$ cat src/rtl/spi_rx_mlane_if.sv
// Output word stream of spi_rx_mlane: registered word, valid/ready handshake and last-word marker.
interface spi_rx_mlane_if #(
  parameter int DATA_WIDTH = 32
);
  logic [DATA_WIDTH-1:0] data;
  logic                  valid;
  logic                  last;
  logic                  ready;

  modport master (output data, output valid, output last, input ready);
  modport slave  (input data, input valid, input last, output ready);
endinterface

$ cat src/rtl/spi_rx_mlane.sv
// SPI master receive datapath: packs 1/2/4-lane samples into DATA_WIDTH words with a 1-entry output register.
// Optional LSB-first packing is enabled by defining SPI_RX_LSB_FIRST_EN.
module spi_rx_mlane #(
  parameter int DATA_WIDTH = 32,
  parameter int CNT_WIDTH  = 16
) (
  input  logic                 clk,
  input  logic                 rst,
  input  logic                 en_i,
  input  logic                 clr_i,
  input  logic                 rx_edge_i,
  input  logic [3:0]           sdi_i,
  input  logic [1:0]           mode_i,
  input  logic [CNT_WIDTH-1:0] len_i,
  input  logic                 len_upd_i,
`ifdef SPI_RX_LSB_FIRST_EN
  input  logic                 lsb_first_i,
`endif
  spi_rx_mlane_if.master       rx_out,
  output logic                 done_o,
  output logic                 clk_en_o
);

  typedef enum logic [1:0] {
    S_IDLE  = 2'd0,
    S_RECV  = 2'd1,
    S_STALL = 2'd2
  } state_t;

  localparam int WB_W = $clog2(DATA_WIDTH);
  localparam logic [WB_W-1:0]       WB_ZERO   = WB_W'(0);
  localparam logic [WB_W-1:0]       WB_ONE    = WB_W'(1);
  localparam logic [WB_W-1:0]       WB_LAST_1 = WB_W'(DATA_WIDTH - 1);
  localparam logic [WB_W-1:0]       WB_LAST_2 = WB_W'(DATA_WIDTH / 2 - 1);
  localparam logic [WB_W-1:0]       WB_LAST_4 = WB_W'(DATA_WIDTH / 4 - 1);
  localparam logic [CNT_WIDTH-1:0]  CNT_ZERO  = CNT_WIDTH'(0);
  localparam logic [CNT_WIDTH-1:0]  CNT_ONE   = CNT_WIDTH'(1);
  localparam logic [CNT_WIDTH-1:0]  LEN_RST   = CNT_WIDTH'(8);
  localparam logic [DATA_WIDTH-1:0] WORD_ZERO = {DATA_WIDTH{1'b0}};

  state_t                state_r, state_nxt_s;
  logic [CNT_WIDTH-1:0]  beat_cnt_r, len_q_r, beats_s;
  logic [WB_W-1:0]       wbeat_r, wb_last_s;
  logic [1:0]            mode_q_r;
  logic [DATA_WIDTH-1:0] shift_r, shift_nxt_s, data_r, load_word_s;
  logic                  valid_r, last_r, done_r, stall_last_r;
  logic                  beat_s, final_s, boundary_s, free_s, load_s, load_last_s;
  logic                  lsb_first_s;

`ifdef SPI_RX_LSB_FIRST_EN
  logic lsb_first_r;
  assign lsb_first_s = lsb_first_r;
`else
  assign lsb_first_s = 1'b0;
`endif

  // One beat of L lanes; sdi1 is the single-lane input, lane order sdi3..sdi0 is kept in both directions.
  function automatic logic [DATA_WIDTH-1:0] shift_in(input logic [DATA_WIDTH-1:0] sh,
                                                     input logic [1:0] mode,
                                                     input logic [3:0] sdi,
                                                     input logic lsb);
    logic [DATA_WIDTH-1:0] res;
    res = sh;
    case (mode)
      2'd1: begin
        if (lsb) res = {sdi[1:0], sh[DATA_WIDTH-1:2]};
        else     res = {sh[DATA_WIDTH-3:0], sdi[1:0]};
      end
      2'd2: begin
        if (lsb) res = {sdi[3:0], sh[DATA_WIDTH-1:4]};
        else     res = {sh[DATA_WIDTH-5:0], sdi[3:0]};
      end
      default: begin
        if (lsb) res = {sdi[1], sh[DATA_WIDTH-1:1]};
        else     res = {sh[DATA_WIDTH-2:0], sdi[1]};
      end
    endcase
    return res;
  endfunction

  assign rx_out.data  = data_r;
  assign rx_out.valid = valid_r;
  assign rx_out.last  = last_r;
  assign done_o       = done_r;

  // Beat count and per-word beat limit derived from the latched lane mode (mode 3 behaves as single).
  always_comb begin
    beats_s   = len_q_r;
    wb_last_s = WB_LAST_1;
    case (mode_q_r)
      2'd1: begin
        beats_s   = {1'b0, len_q_r[CNT_WIDTH-1:1]};
        wb_last_s = WB_LAST_2;
      end
      2'd2: begin
        beats_s   = {2'b00, len_q_r[CNT_WIDTH-1:2]};
        wb_last_s = WB_LAST_4;
      end
      default: begin
        beats_s   = len_q_r;
        wb_last_s = WB_LAST_1;
      end
    endcase
  end

  assign beat_s      = (state_r == S_RECV) && rx_edge_i;
  assign final_s     = (beat_cnt_r == (beats_s - CNT_ONE));
  assign boundary_s  = beat_s && ((wbeat_r == wb_last_s) || final_s);
  assign free_s      = !valid_r || rx_out.ready;
  assign shift_nxt_s = shift_in(shift_r, mode_q_r, sdi_i, lsb_first_s);

  // State register; clr_i aborts to IDLE from any state.
  always_ff @(posedge clk) begin
    if (rst) begin
      state_r <= S_IDLE;
    end else if (clr_i) begin
      state_r <= S_IDLE;
    end else begin
      state_r <= state_nxt_s;
    end
  end

  // Next state, clock enable and output-register load; a blocked boundary drops clk_en_o in the same cycle.
  always_comb begin
    state_nxt_s = state_r;
    clk_en_o    = 1'b0;
    load_s      = 1'b0;
    load_word_s = shift_nxt_s;
    load_last_s = final_s;
    case (state_r)
      S_IDLE: begin
        if (en_i && (beats_s != CNT_ZERO)) state_nxt_s = S_RECV;
        else                               state_nxt_s = S_IDLE;
      end
      S_RECV: begin
        clk_en_o = 1'b1;
        if (boundary_s) begin
          if (free_s) begin
            load_s = 1'b1;
            if (final_s) state_nxt_s = S_IDLE;
            else         state_nxt_s = S_RECV;
          end else begin
            state_nxt_s = S_STALL;
            clk_en_o    = 1'b0;
          end
        end else begin
          state_nxt_s = S_RECV;
        end
      end
      S_STALL: begin
        load_word_s = shift_r;
        load_last_s = stall_last_r;
        if (free_s) begin
          load_s = 1'b1;
          if (stall_last_r) state_nxt_s = S_IDLE;
          else              state_nxt_s = S_RECV;
        end else begin
          state_nxt_s = S_STALL;
        end
      end
      default: begin
        state_nxt_s = S_IDLE;
      end
    endcase
  end

  // Datapath: configuration latch, beat counters, shift register, output register and done pulse.
  always_ff @(posedge clk) begin
    if (rst) begin
      beat_cnt_r   <= CNT_ZERO;
      wbeat_r      <= WB_ZERO;
      shift_r      <= WORD_ZERO;
      data_r       <= WORD_ZERO;
      valid_r      <= 1'b0;
      last_r       <= 1'b0;
      done_r       <= 1'b0;
      stall_last_r <= 1'b0;
      len_q_r      <= LEN_RST;
      mode_q_r     <= 2'd0;
`ifdef SPI_RX_LSB_FIRST_EN
      lsb_first_r  <= 1'b0;
`endif
    end else if (clr_i) begin
      beat_cnt_r   <= CNT_ZERO;
      wbeat_r      <= WB_ZERO;
      shift_r      <= WORD_ZERO;
      valid_r      <= 1'b0;
      last_r       <= 1'b0;
      done_r       <= 1'b0;
      stall_last_r <= 1'b0;
    end else begin
      done_r <= ((state_r == S_IDLE) && en_i && (beats_s == CNT_ZERO)) || (beat_s && final_s);
      if ((state_r == S_IDLE) && len_upd_i) begin
        len_q_r     <= len_i;
        mode_q_r    <= mode_i;
`ifdef SPI_RX_LSB_FIRST_EN
        lsb_first_r <= lsb_first_i;
`endif
      end
      // A word that cannot be handed over stays in shift_r until STALL releases it.
      if (beat_s) begin
        beat_cnt_r   <= final_s ? CNT_ZERO : (beat_cnt_r + CNT_ONE);
        wbeat_r      <= boundary_s ? WB_ZERO : (wbeat_r + WB_ONE);
        stall_last_r <= final_s;
        shift_r      <= (boundary_s && free_s) ? WORD_ZERO : shift_nxt_s;
      end else if ((state_r == S_STALL) && free_s) begin
        shift_r <= WORD_ZERO;
      end
      if (load_s) begin
        data_r  <= load_word_s;
        valid_r <= 1'b1;
        last_r  <= load_last_s;
      end else if (rx_out.ready) begin
        valid_r <= 1'b0;
        last_r  <= 1'b0;
      end
    end
  end

endmodule
$ cat src/flat_wrapper.sv
// flat-port wrapper written by rule: the top's interface ports become plain ports
module spi_rx_mlane_flat 
#(
  parameter int DATA_WIDTH = 32,
  parameter int CNT_WIDTH  = 16
)
  (clk, rst, en_i, clr_i, rx_edge_i, sdi_i, mode_i, len_i, len_upd_i, done_o, clk_en_o, rx_out_data, rx_out_valid, rx_out_last, rx_out_ready);
  spi_rx_mlane_if #(.DATA_WIDTH(DATA_WIDTH)) rx_out_i ();
  input  logic clk;
  input  logic rst;
  input  logic en_i;
  input  logic clr_i;
  input  logic rx_edge_i;
  input  logic [3:0] sdi_i;
  input  logic [1:0] mode_i;
  input  logic [CNT_WIDTH-1:0] len_i;
  input  logic len_upd_i;
  output logic done_o;
  output logic clk_en_o;
  output wire logic [$bits(rx_out_i.data)-1:0] rx_out_data;
  output wire logic [$bits(rx_out_i.valid)-1:0] rx_out_valid;
  output wire logic [$bits(rx_out_i.last)-1:0] rx_out_last;
  input wire logic [$bits(rx_out_i.ready)-1:0] rx_out_ready;
  assign rx_out_data = rx_out_i.data;
  assign rx_out_valid = rx_out_i.valid;
  assign rx_out_last = rx_out_i.last;
  assign rx_out_i.ready = rx_out_ready;
  spi_rx_mlane #(.DATA_WIDTH(DATA_WIDTH), .CNT_WIDTH(CNT_WIDTH)) u_core (.clk(clk), .rst(rst), .en_i(en_i), .clr_i(clr_i), .rx_edge_i(rx_edge_i), .sdi_i(sdi_i), .mode_i(mode_i), .len_i(len_i), .len_upd_i(len_upd_i), .rx_out(rx_out_i), .done_o(done_o), .clk_en_o(clk_en_o));
endmodule
$ cat config.mk
export PLATFORM = sky130hd
export DESIGN_NAME = spi_rx_mlane_flat
export DESIGN_NICKNAME = d
export VERILOG_FILES = /design/src/rtl/spi_rx_mlane_if.sv /design/src/rtl/spi_rx_mlane.sv /design/src/flat_wrapper.sv
export SDC_FILE = /design/constraint.sdc
export NUM_CORES = 1
export LEC_CHECK = 0
export CAP_MARGIN = 20
export CORE_UTILIZATION = 48
export CTS_CLUSTER_DIAMETER = 40
export DETAILED_ROUTE_END_ITERATION = 12
export PLACE_DENSITY_LB_ADDON = 0.3
export SYNTH_ARGS = -nofsm -noshare
export SYNTH_HDL_FRONTEND = slang
export SYNTH_SLANG_ARGS = --single-unit
$ cat constraint.sdc
create_clock -name clk -period 4.1 [get_ports clk]
set_input_delay 1.025 -clock clk [delete_from_list [all_inputs] [get_ports clk]]
set_output_delay 1.025 -clock clk [all_outputs]
set_load 0.005 [all_outputs]
Word level (Yosys, flattened, before mapping)
Cells that the tools add are included.
{"block": "totals", "mem_bits_rw": 0, "latchBits": 0, "in_bits": 29, "mem_count": 0, "rom_bits": 0, "output_inout_bits": 36, "ff_bits": 109, "word_cells": 67}
{"block": "op_classes", "magnitude_cmp": 0, "reduce_logical": 21, "mul": 0, "n_eq_ne": 6, "n_addsub": 3, "div": 0, "bitwise_logic": 1, "n_mux": 25, "shift": 0}
{"op": "two-way mux 32 bit", "count": 4}
{"op": "case mux 32 bit (2 select lines)", "count": 1}
{"op": "case mux 16 bit (2 select lines)", "count": 1}
{"op": "adder 16 x 1 -> 16 bit (second input constant)", "count": 1}
{"op": "equality test 16 bit", "count": 1}
{"op": "zero test 16 bit", "count": 1}
{"op": "two-way mux 16 bit", "count": 1}
{"op": "nonzero test 16 bit", "count": 1}
{"op": "subtractor 16 x 1 -> 16 bit (second input constant)", "count": 1}
{"op": "two-way mux 1 bit", "count": 11}
{"op": "case mux 5 bit (2 select lines)", "count": 1}
{"op": "logical AND 1 bit", "count": 9}
{"op": "two-way mux 2 bit", "count": 3}
{"op": "case mux 2 bit (3 select lines)", "count": 1}
{"op": "adder 5 x 1 -> 5 bit (second input constant)", "count": 1}
{"op": "equality test 5 bit", "count": 1}
{"op": "two-way mux 5 bit", "count": 1}
{"op": "equality test 2 x 1 -> 1 bit (second input constant)", "count": 2}
{"op": "equality test 2 bit (second input constant)", "count": 2}
{"op": "AND reduction 2 bit", "count": 2}
{"op": "nonzero test 2 bit", "count": 2}
{"op": "logical OR 1 bit", "count": 3}
{"op": "zero test 2 bit", "count": 1}
{"op": "case mux 1 bit (2 select lines)", "count": 1}
{"op": "3 further kinds", "count": 3}

Depth between registers and ports, before layout
Gate-level depths: netlist of the first run.
{"block": "logic_depth", "depth_word": 9, "mapped_depth": 18, "depth_no_buf": 14}

Worst setup path after synthesis of the first run
OpenSTA, ideal clock, no wires.
{"block": "synth_timing", "path_kind": "register -> output", "from": "register u_core.mode_q_r[0]", "to": "output clk_en_o", "path_buffers": 2, "slack_ns": -0.269, "t_required_ns": 3.075, "t_arrival_ns": 3.344, "path_stages_with_launch": 16, "path_cell_list": "dfxtp_1 > inv_1 > ha_1 > buf_6 > buf_6 > nor2b_1 > or2_2 > ha_1 > nor4bb_1 > a41oi_1 > nor4_1 > and4_1 > nor3_1 > nand4b_1 > nand2_1 > a21boi_0"}
{"block": "synth_between", "elab_chain_len": 8, "elab_cells_between_ends": 11, "cone_classes": "add/sub: 1; eq/ne: 4; mux: 4; reduce/logical: 2"}
{"element": "start, declared", "line": "spi_rx_mlane.sv:44", "text": "logic [1:0] mode_q_r;"}
{"element": "start signal, assigned", "line": "spi_rx_mlane.sv:195", "text": "mode_q_r <= mode_i;"}
{"element": "equality test 2 bit / equality test 2 x 1 -> 1 bit (equally long branches)", "line": "spi_rx_mlane.sv:90", "text": "case (mode_q_r)"}
{"element": "case mux 16 bit (2 select lines)", "line": "spi_rx_mlane.sv:90"}
{"element": "subtractor 16 x 1 -> 16 bit", "line": "spi_rx_mlane.sv:107", "text": "assign final_s = (beat_cnt_r == (beats_s - CNT_ONE));"}
{"element": "equality test 16 bit", "line": "spi_rx_mlane.sv:107"}
{"element": "logical OR 1 bit *", "line": "spi_rx_mlane.sv:108", "text": "assign boundary_s = beat_s && ((wbeat_r == wb_last_s) || final_s);"}
{"element": "logical AND 1 bit *", "line": "spi_rx_mlane.sv:108"}
{"element": "two-way mux 1 bit *", "line": "spi_rx_mlane.sv:137", "text": "if (boundary_s) begin"}
{"element": "two-way mux 1 bit *", "line": "spi_rx_mlane.sv:130", "text": "case (state_r)"}
{"element": "end, declared", "line": "flat_wrapper.sv:19", "text": "output logic clk_en_o;"}
Every way passes the cells marked *; elsewhere a longest branch is shown, timed or not.

Worst setup path after layout of the first run
Same ends and word-level chain as after synthesis.

==> flow_metrics.py, run 1 <==
metrics = {
    "logic_synthesis": {
        "seq_area_frac_synth_pct": 34.11,
        "synth_fa_ha_area_share_pct": 1.956,
        "async_flop_share_pct": 0,
        "ys_ff_latch": 109,
        "avgSynthCellArea_um2": 8.202,
        "ys_types": 62,
        "syn_nets": 819,
        "synth_top_family_by_area": "compound AO/OA/AOI/OAI gates",
        "ys_warn_count": 0,
        "synth_edf_count": 0,
        "synth_compound_area_share_pct": 31.31,
        "synthSimpleGateAreaFrac_pct": 17.17,
        "yosys.area_share.xor_xnor_pct": 5.066,
        "synth_cells": 780,
        "muxShareOfSynthArea_pct": 5.046,
        "synth_flop_cell": "dfxtp_1",
        "syn_area_um2": 6397,
    },
    "cells_and_area": {
        "syn_to_final_growth_pct": 27.21,
        "fin_cells": 1049,
        "antenna_cells": 0,
        "fin_nets": 911,
        "fillers": 1102,
        "layout_common_cells": "nand2_1 (119), dfxtp_1 (107), a21oi_1 (79)",
        "drive_above_1_share_pct": 20.87,
        "layout_commonest_cell": "nand2_1",
    },
    "cts": {
        "clockRootBuffer": "clkbuf_16",
        "cts_tree": "built",
        "cts_buffers": 9,
        "cts.path.max_buffers": 2,
        "h-tree-depth": 3,
        "worst_skew_pair.late_latency_ps": 360,
        "path_clk_slew_ps": 70,
        "cts.sinks": 109,
        "holdBufCountCts": 0,
    },
    "place": {
        "routabilityCongestion": 0.8346,
        "port_buffers": 64,
        "place_inst": 1026,
        "hpwlAfterDp_um": 11570,
    },
    "global_route": {
        "grt_pass1_vias": 5749,
        "grt_max_degree": 65,
        "grt_pass1_wl_um": 28120,
        "grt_overflow_total": 0,
        "grt_antenna_before_repair": 0,
        "grtUsageTotal_pct": 24.49,
    },
    "detailed_routing": {
        "routed_wirelength_um": 16780,
        "ant_nets": 0,
        "drcViolationCount": 0,
        "via_per_inst": 5.870,
        "firstDrtPassIters": 8,
        "post_drt_wl_per_cell_um": 15.99,
        "vias": 6158,
        "drt-initial-drc-count": 584,
    },
    "worst_setup_path": {
        "startpoint": "u_core.mode_q_r[0]",
        "end_kind": "output port",
        "cp_top_family": "simple AND/OR/NAND/NOR gates",
        "worstReg2RegEnd": "u_core.rx_out.data[27]",
        "cp_common_cell": "buf_4",
        "required_ps": 3070,
        "reg2regPathDepth": 17,
        "crit_fanout": 12,
        "arrival_ps": 3290,
        "path_class": "flop to output port",
        "rr_startpoint": "u_core.mode_q_r[0]",
        "cp.depth": 14,
        "r2r_slack_ps": 340,
        "crit_buf_inv": 4,
        "max_stage_delay_ps": 490,
        "cp-endpoint": "clk_en_o",
        "path_cells": "inv_2 > ha_4 > buf_4 > buf_4 > a221oi_4 > o22ai_2 > or4_1 > nor2_1 > xnor2_1 > and4_1 > nand4b_1 > nand2_2 > a21boi_2 > buf_2",
        "start_kind": "flop",
        "cpMaxStageDelayCell": "or4_1",
    },
    "worst_hold_path": {
        "hold_class": "flop to flop",
    },
    "floorplan": {
        "rows": 41,
        "design.core.area_um2": 12820,
        "pin_count": 65,
        "die_area_um2": 13790,
        "chipWidth_um": 117.4,
        "start_util_pct": 49.88,
        "fp.dieH_um": 117.4,
    },
    "run_status": {
        "violations": "setup timing",
        "status": "finished, violations left",
    },
    "timing": {
        "fin_skew_ps": 11.03,
        "fin_crit_ps": 4311,
        "period_share_pct": 105.1,
        "slew_headroom_pct": 47.88,
        "slew_viol_final": 0,
        "finalHoldViolCount": 0,
        "setup_viol": 1,
        "worst_slack_ps": -211.0,
        "grt_setup_unrepaired": "yes",
        "tightest_slew_ps": 781.7,
        "max_freq_mhz": 232.0,
    },
    "pwr": {
        "p_sw_share_pct": 27.34,
        "pwr-share-comb_pct": 19.8,
        "ir_drop_mv": 0.1912,
        "p_int_w": 0.001777,
        "powerDensity_nw_per_um2": 300.5,
        "pwr-share-seq_pct": 44.2,
        "clock_power_share_pct": 36.0,
        "net-switching-power_w": 0.0006687,
        "p_leak_nw": 2.598,
        "finalPower_w": 0.002446,
    },
    "job": {
        "cap_violations": 0,
    },
}
## per-layer routing
layer  part of all wire, %  up-vias  GRT usage [%]
li1                      -     3026              -
met2                    46      186          38.57
met5                     0        -              0
met4                   1.7        0          8.523
met3                   4.9       18          3.356
met1                    47     2928          34.13
## kinds of logic (layout without fill, tap and decap cells)
logic type | after synthesis | after routing
compound gates | 281 | 281
xor+xnor | 37 | 37
fa+ha+maj | 10 | 10
buf+inv | 75 | 172
flops | 109 | 109
mux | 32 | 32
simple gates | 236 | 236
## per-stage QoR
stage / TNS [ps] / hold WS, ps / util (%) / worst slack (ps) / instance area (µm²)
after floorplan: 0 / 431.6 / - / 15.84 / 6440
after global placement: -242.1 / 437.0 / 59.27 / -242.1 / 7601
after detailed placement: -375.4 / 450.3 / 59.27 / -375.4 / 7601
after CTS: -228.8 / 460.8 / 62.55 / -228.8 / 8021
after global routing: -333.0 / 508.7 / 63.45 / -333.0 / 8138
final: -211.0 / 460.6 / 63.45 / -211.0 / 8138
## state kept, by name, summed over array words and instances (netlist names)
signal               flops
u_core.beat_cnt_r       16
u_core.done_o            1
u_core.len_q_r          16
u_core.mode_q_r          2
u_core.rx_out.data      32
u_core.rx_out.last       1
u_core.rx_out.valid      1
u_core.shift_r          32
u_core.stall_last_r      1
u_core.state_r           2
u_core.wbeat_r           5
## area by class of cell
type,count,area [µm²],share of cell area [%]
timing repair buffer,145,1280,15.73
clock buffer,10,229.0,2.814
tap,172,215.2,2.645
clock inverter,6,68.82,0.8456
multi-input combinational,596,4116,50.58
sequential,109,2187,26.88
inverter,11,41.29,0.5074
## cell usage after synthesis (all sizes together) (7+ instances only)
cell type    n  area share (%)
nand2      120             7.0
dfxtp      109              34
a21oi       90             7.6
o21ai       77             6.0
clkbuf      45             2.6
nor2        41             2.4
a22oi       32             3.8
a311oi      31             6.2
mux2i       30             4.7
buf         19             2.1
xor2        19             2.6
xnor2       18             2.5
nand3       14             1.1
nor2b       13             1.4
a221oi      12             2.2
inv         11            0.65
ha          10             2.0
nand4        8            0.78
or2          7            0.68
## how the worst min path moves through the flow
stage	from	to	slack [ps]	cells past startpoint
finish	u_core.stall_last_r	u_core.stall_last_r	460	2
global route	u_core.shift_r[31]	u_core.shift_r[31]	510	2
floorplan	u_core.shift_r[31]	u_core.shift_r[31]	430	2
CTS	u_core.stall_last_r	u_core.stall_last_r	460	2
detailed placement	u_core.stall_last_r	u_core.stall_last_r	450	2
global placement	u_core.shift_r[31]	u_core.shift_r[31]	440	2
## worst min-delay path, cell delays in order, from the launching register on
cell	delay, ps
dfxtp_1	310
nand2_1	50
a21oi_1	50
## power by group through the flow
stage               registers, W  clock network [W]  logic, W
floorplan                0.00110                  0  0.000259
global placement         0.00110                  0  0.000426
detailed placement       0.00110                  0  0.000437
CTS                      0.00108           0.000897  0.000458
global route             0.00108           0.000939  0.000522
finish                   0.00108           0.000880  0.000484
## repair_timing
item / 4_1_cts / 5_1_grt
pin swaps: 17 / 12
setup buffers: 5 / 2
resized for setup: 22 / 18
setup endpoints to repair: 1 / 1
Power figures use the tool's default switching activity.
==> inputs of run 2 (changes only) <==
- CAP_MARGIN: 20 -> default
- clock period: 4.1 -> 5.3 ns (I/O delays scaled with it)
==> flow_metrics.py, run 2 (synthesis results as in run 1) <==
metrics = {
    "cells_and_area": {
        "antenna_cells": 0,
        "fillers": 1126,
        "syn_to_final_growth_pct": 16.55,
        "drive_above_1_share_pct": 12.53,
        "layout_common_cells": "nand2_1 (120), dfxtp_1 (107), a21oi_1 (79)",
        "fin_area_um2": 7456,
        "layout_commonest_cell": "nand2_1",
        "fin_nets": 849,
    },
    "floorplan": {
        "pin_count": 65,
        "fp.dieH_um": 117.4,
        "start_util_pct": 49.88,
        "design.core.area_um2": 12820,
        "rows": 41,
        "die_area_um2": 13790,
        "chipWidth_um": 117.4,
    },
    "place": {
        "hpwlAfterDp_um": 10760,
        "dpl-instance-area_um2": 7091,
        "routabilityCongestion": 0.8550,
        "port_buffers": 64,
    },
    "detailed_routing": {
        "routed_wirelength_um": 15930,
        "drcViolationCount": 0,
        "vias": 5944,
        "firstDrtPassIters": 6,
        "drt-initial-drc-count": 502,
        "ant_nets": 0,
        "post_drt_wl_per_cell_um": 16.16,
        "via_per_inst": 6.028,
    },
    "cts": {
        "h-tree-depth": 3,
        "clockRootBuffer": "clkbuf_16",
        "cts.path.max_buffers": 2,
        "cts.sinks": 109,
        "cts_tree": "built",
        "holdBufCountCts": 0,
        "path_clk_slew_ps": 70,
        "worst_skew_pair.late_latency_ps": 350,
        "cts_buffers": 9,
    },
    "timing": {
        "period_share_pct": 94.32,
        "holdWs_ps": 454.7,
        "setup_viol": 0,
        "max_freq_mhz": 200.0,
        "fin_skew_ps": 7.966,
        "tightest_slew_ps": 1126,
        "slew_headroom_pct": 24.93,
        "fin_crit_ps": 4999,
        "grt_setup_unrepaired": "no",
        "finalHoldViolCount": 0,
        "slew_viol_final": 0,
        "fin_tns_setup_ps": 0,
    },
    "global_route": {
        "grt_pass1_wl_um": 26370,
        "grt_max_degree": 65,
        "grt_overflow_total": 0,
        "grt_antenna_before_repair": 0,
        "grt_pass1_vias": 5450,
        "grtUsageTotal_pct": 23.21,
    },
    "worst_setup_path": {
        "crit_fanout": 6,
        "start_kind": "flop",
        "end_kind": "output port",
        "arrival_ps": 3670,
        "path_class": "flop to output port",
        "required_ps": 3970,
        "r2r_slack_ps": 1010,
    },
    "run_status": {
        "status": "completed",
    },
    "pwr": {
        "ir_drop_mv": 0.1303,
        "p_leak_nw": 2.232,
        "powerDensity_nw_per_um2": 231.3,
    },
    "worst_hold_path": {
        "hold_class": "flop to flop",
    },
    "job": {
        "cap_violations": 0,
    },
}
run 2: layout make-up:
cell class	instances	area [µm²]	share of cell area, %
Timing Repair Buffer	83	797.0	10.69
Inverter	11	41.29	0.5538
Multi-Input combinational cell	596	3959	53.10
Clock buffer	11	232.7	3.121
Sequential cell	109	2185	29.30
Clock inverter	4	26.28	0.3524
Tap cell	172	215.2	2.886
run 2: metrics by stage:
step	setup WS, ps	cells	total power, W	util [%]
floorplan	631.0	780	0.001045	-
global placement	358.0	967	0.001102	55.29
detailed placement	185.0	967	0.001110	55.29
CTS	1.684	984	0.001728	57.79
global route	60.34	986	0.001797	58.14
finish	300.9	986	0.001725	58.14
run 2: critical path, stage by stage (launching register included):
cell and delay, ps:
dfxtp_2 340, inv_1 80, ha_4 270, nor2b_2 160
or2_2 310, ha_2 200, nor4bb_1 130, a41oi_1 280
buf_4 210, o211ai_1 130, a2111oi_4 420, nor2_1 90
nor3_1 170, nand4b_1 130, nand2_1 130, a21boi_0 100
dlymetal6s2s_1 160
run 2: path summary, 6_finish.rpt:
path / start / endpoint / depth (start not counted)
max: u_core.mode_q_r[0] / clk_en_o / 16
min: u_core.shift_r[31] / u_core.shift_r[31] / 2
max reg2reg: u_core.mode_q_r[0] / u_core.rx_out.data[21] / 17
min reg2reg: u_core.shift_r[31] / u_core.shift_r[31] / 2
run 2: repair_timing:
action | in CTS | in global routing
pin swaps | 1 | 3
hold endpoints to repair | 0 | 0
gates resized for setup | 8 | 8
buffers inserted | 2 | 2
endpoints found under the setup margin | 1 | 1
run 2: power by group:
group	switching, W	internal, W	total [W]	leakage (nW)
registers	0.0000106	0.000826	0.000837	0.881
clock network	0.000295	0.000316	0.000610	0.125
logic	0.000167	0.000110	0.000278	1.23
total	0.000473	0.00125	0.00172	2.23
run 2: routing by layer:
layer	share of wire (%)	vias to the layer above	GRT usage (%)
li1	-	2906	-
met3	6.1	27	3.356
met4	2.3	0	9.659
met1	46	2797	32.27
met5	0	-	0
met2	46	214	35.80
==> inputs of run 3 (changes only) <==
- HOLD_SLACK_MARGIN: default -> 0.05
- TNS_END_PERCENT: default -> 20
==> results of run 3 <==
Same layout as run 2: the final DEF is identical, and so are final timing and power.
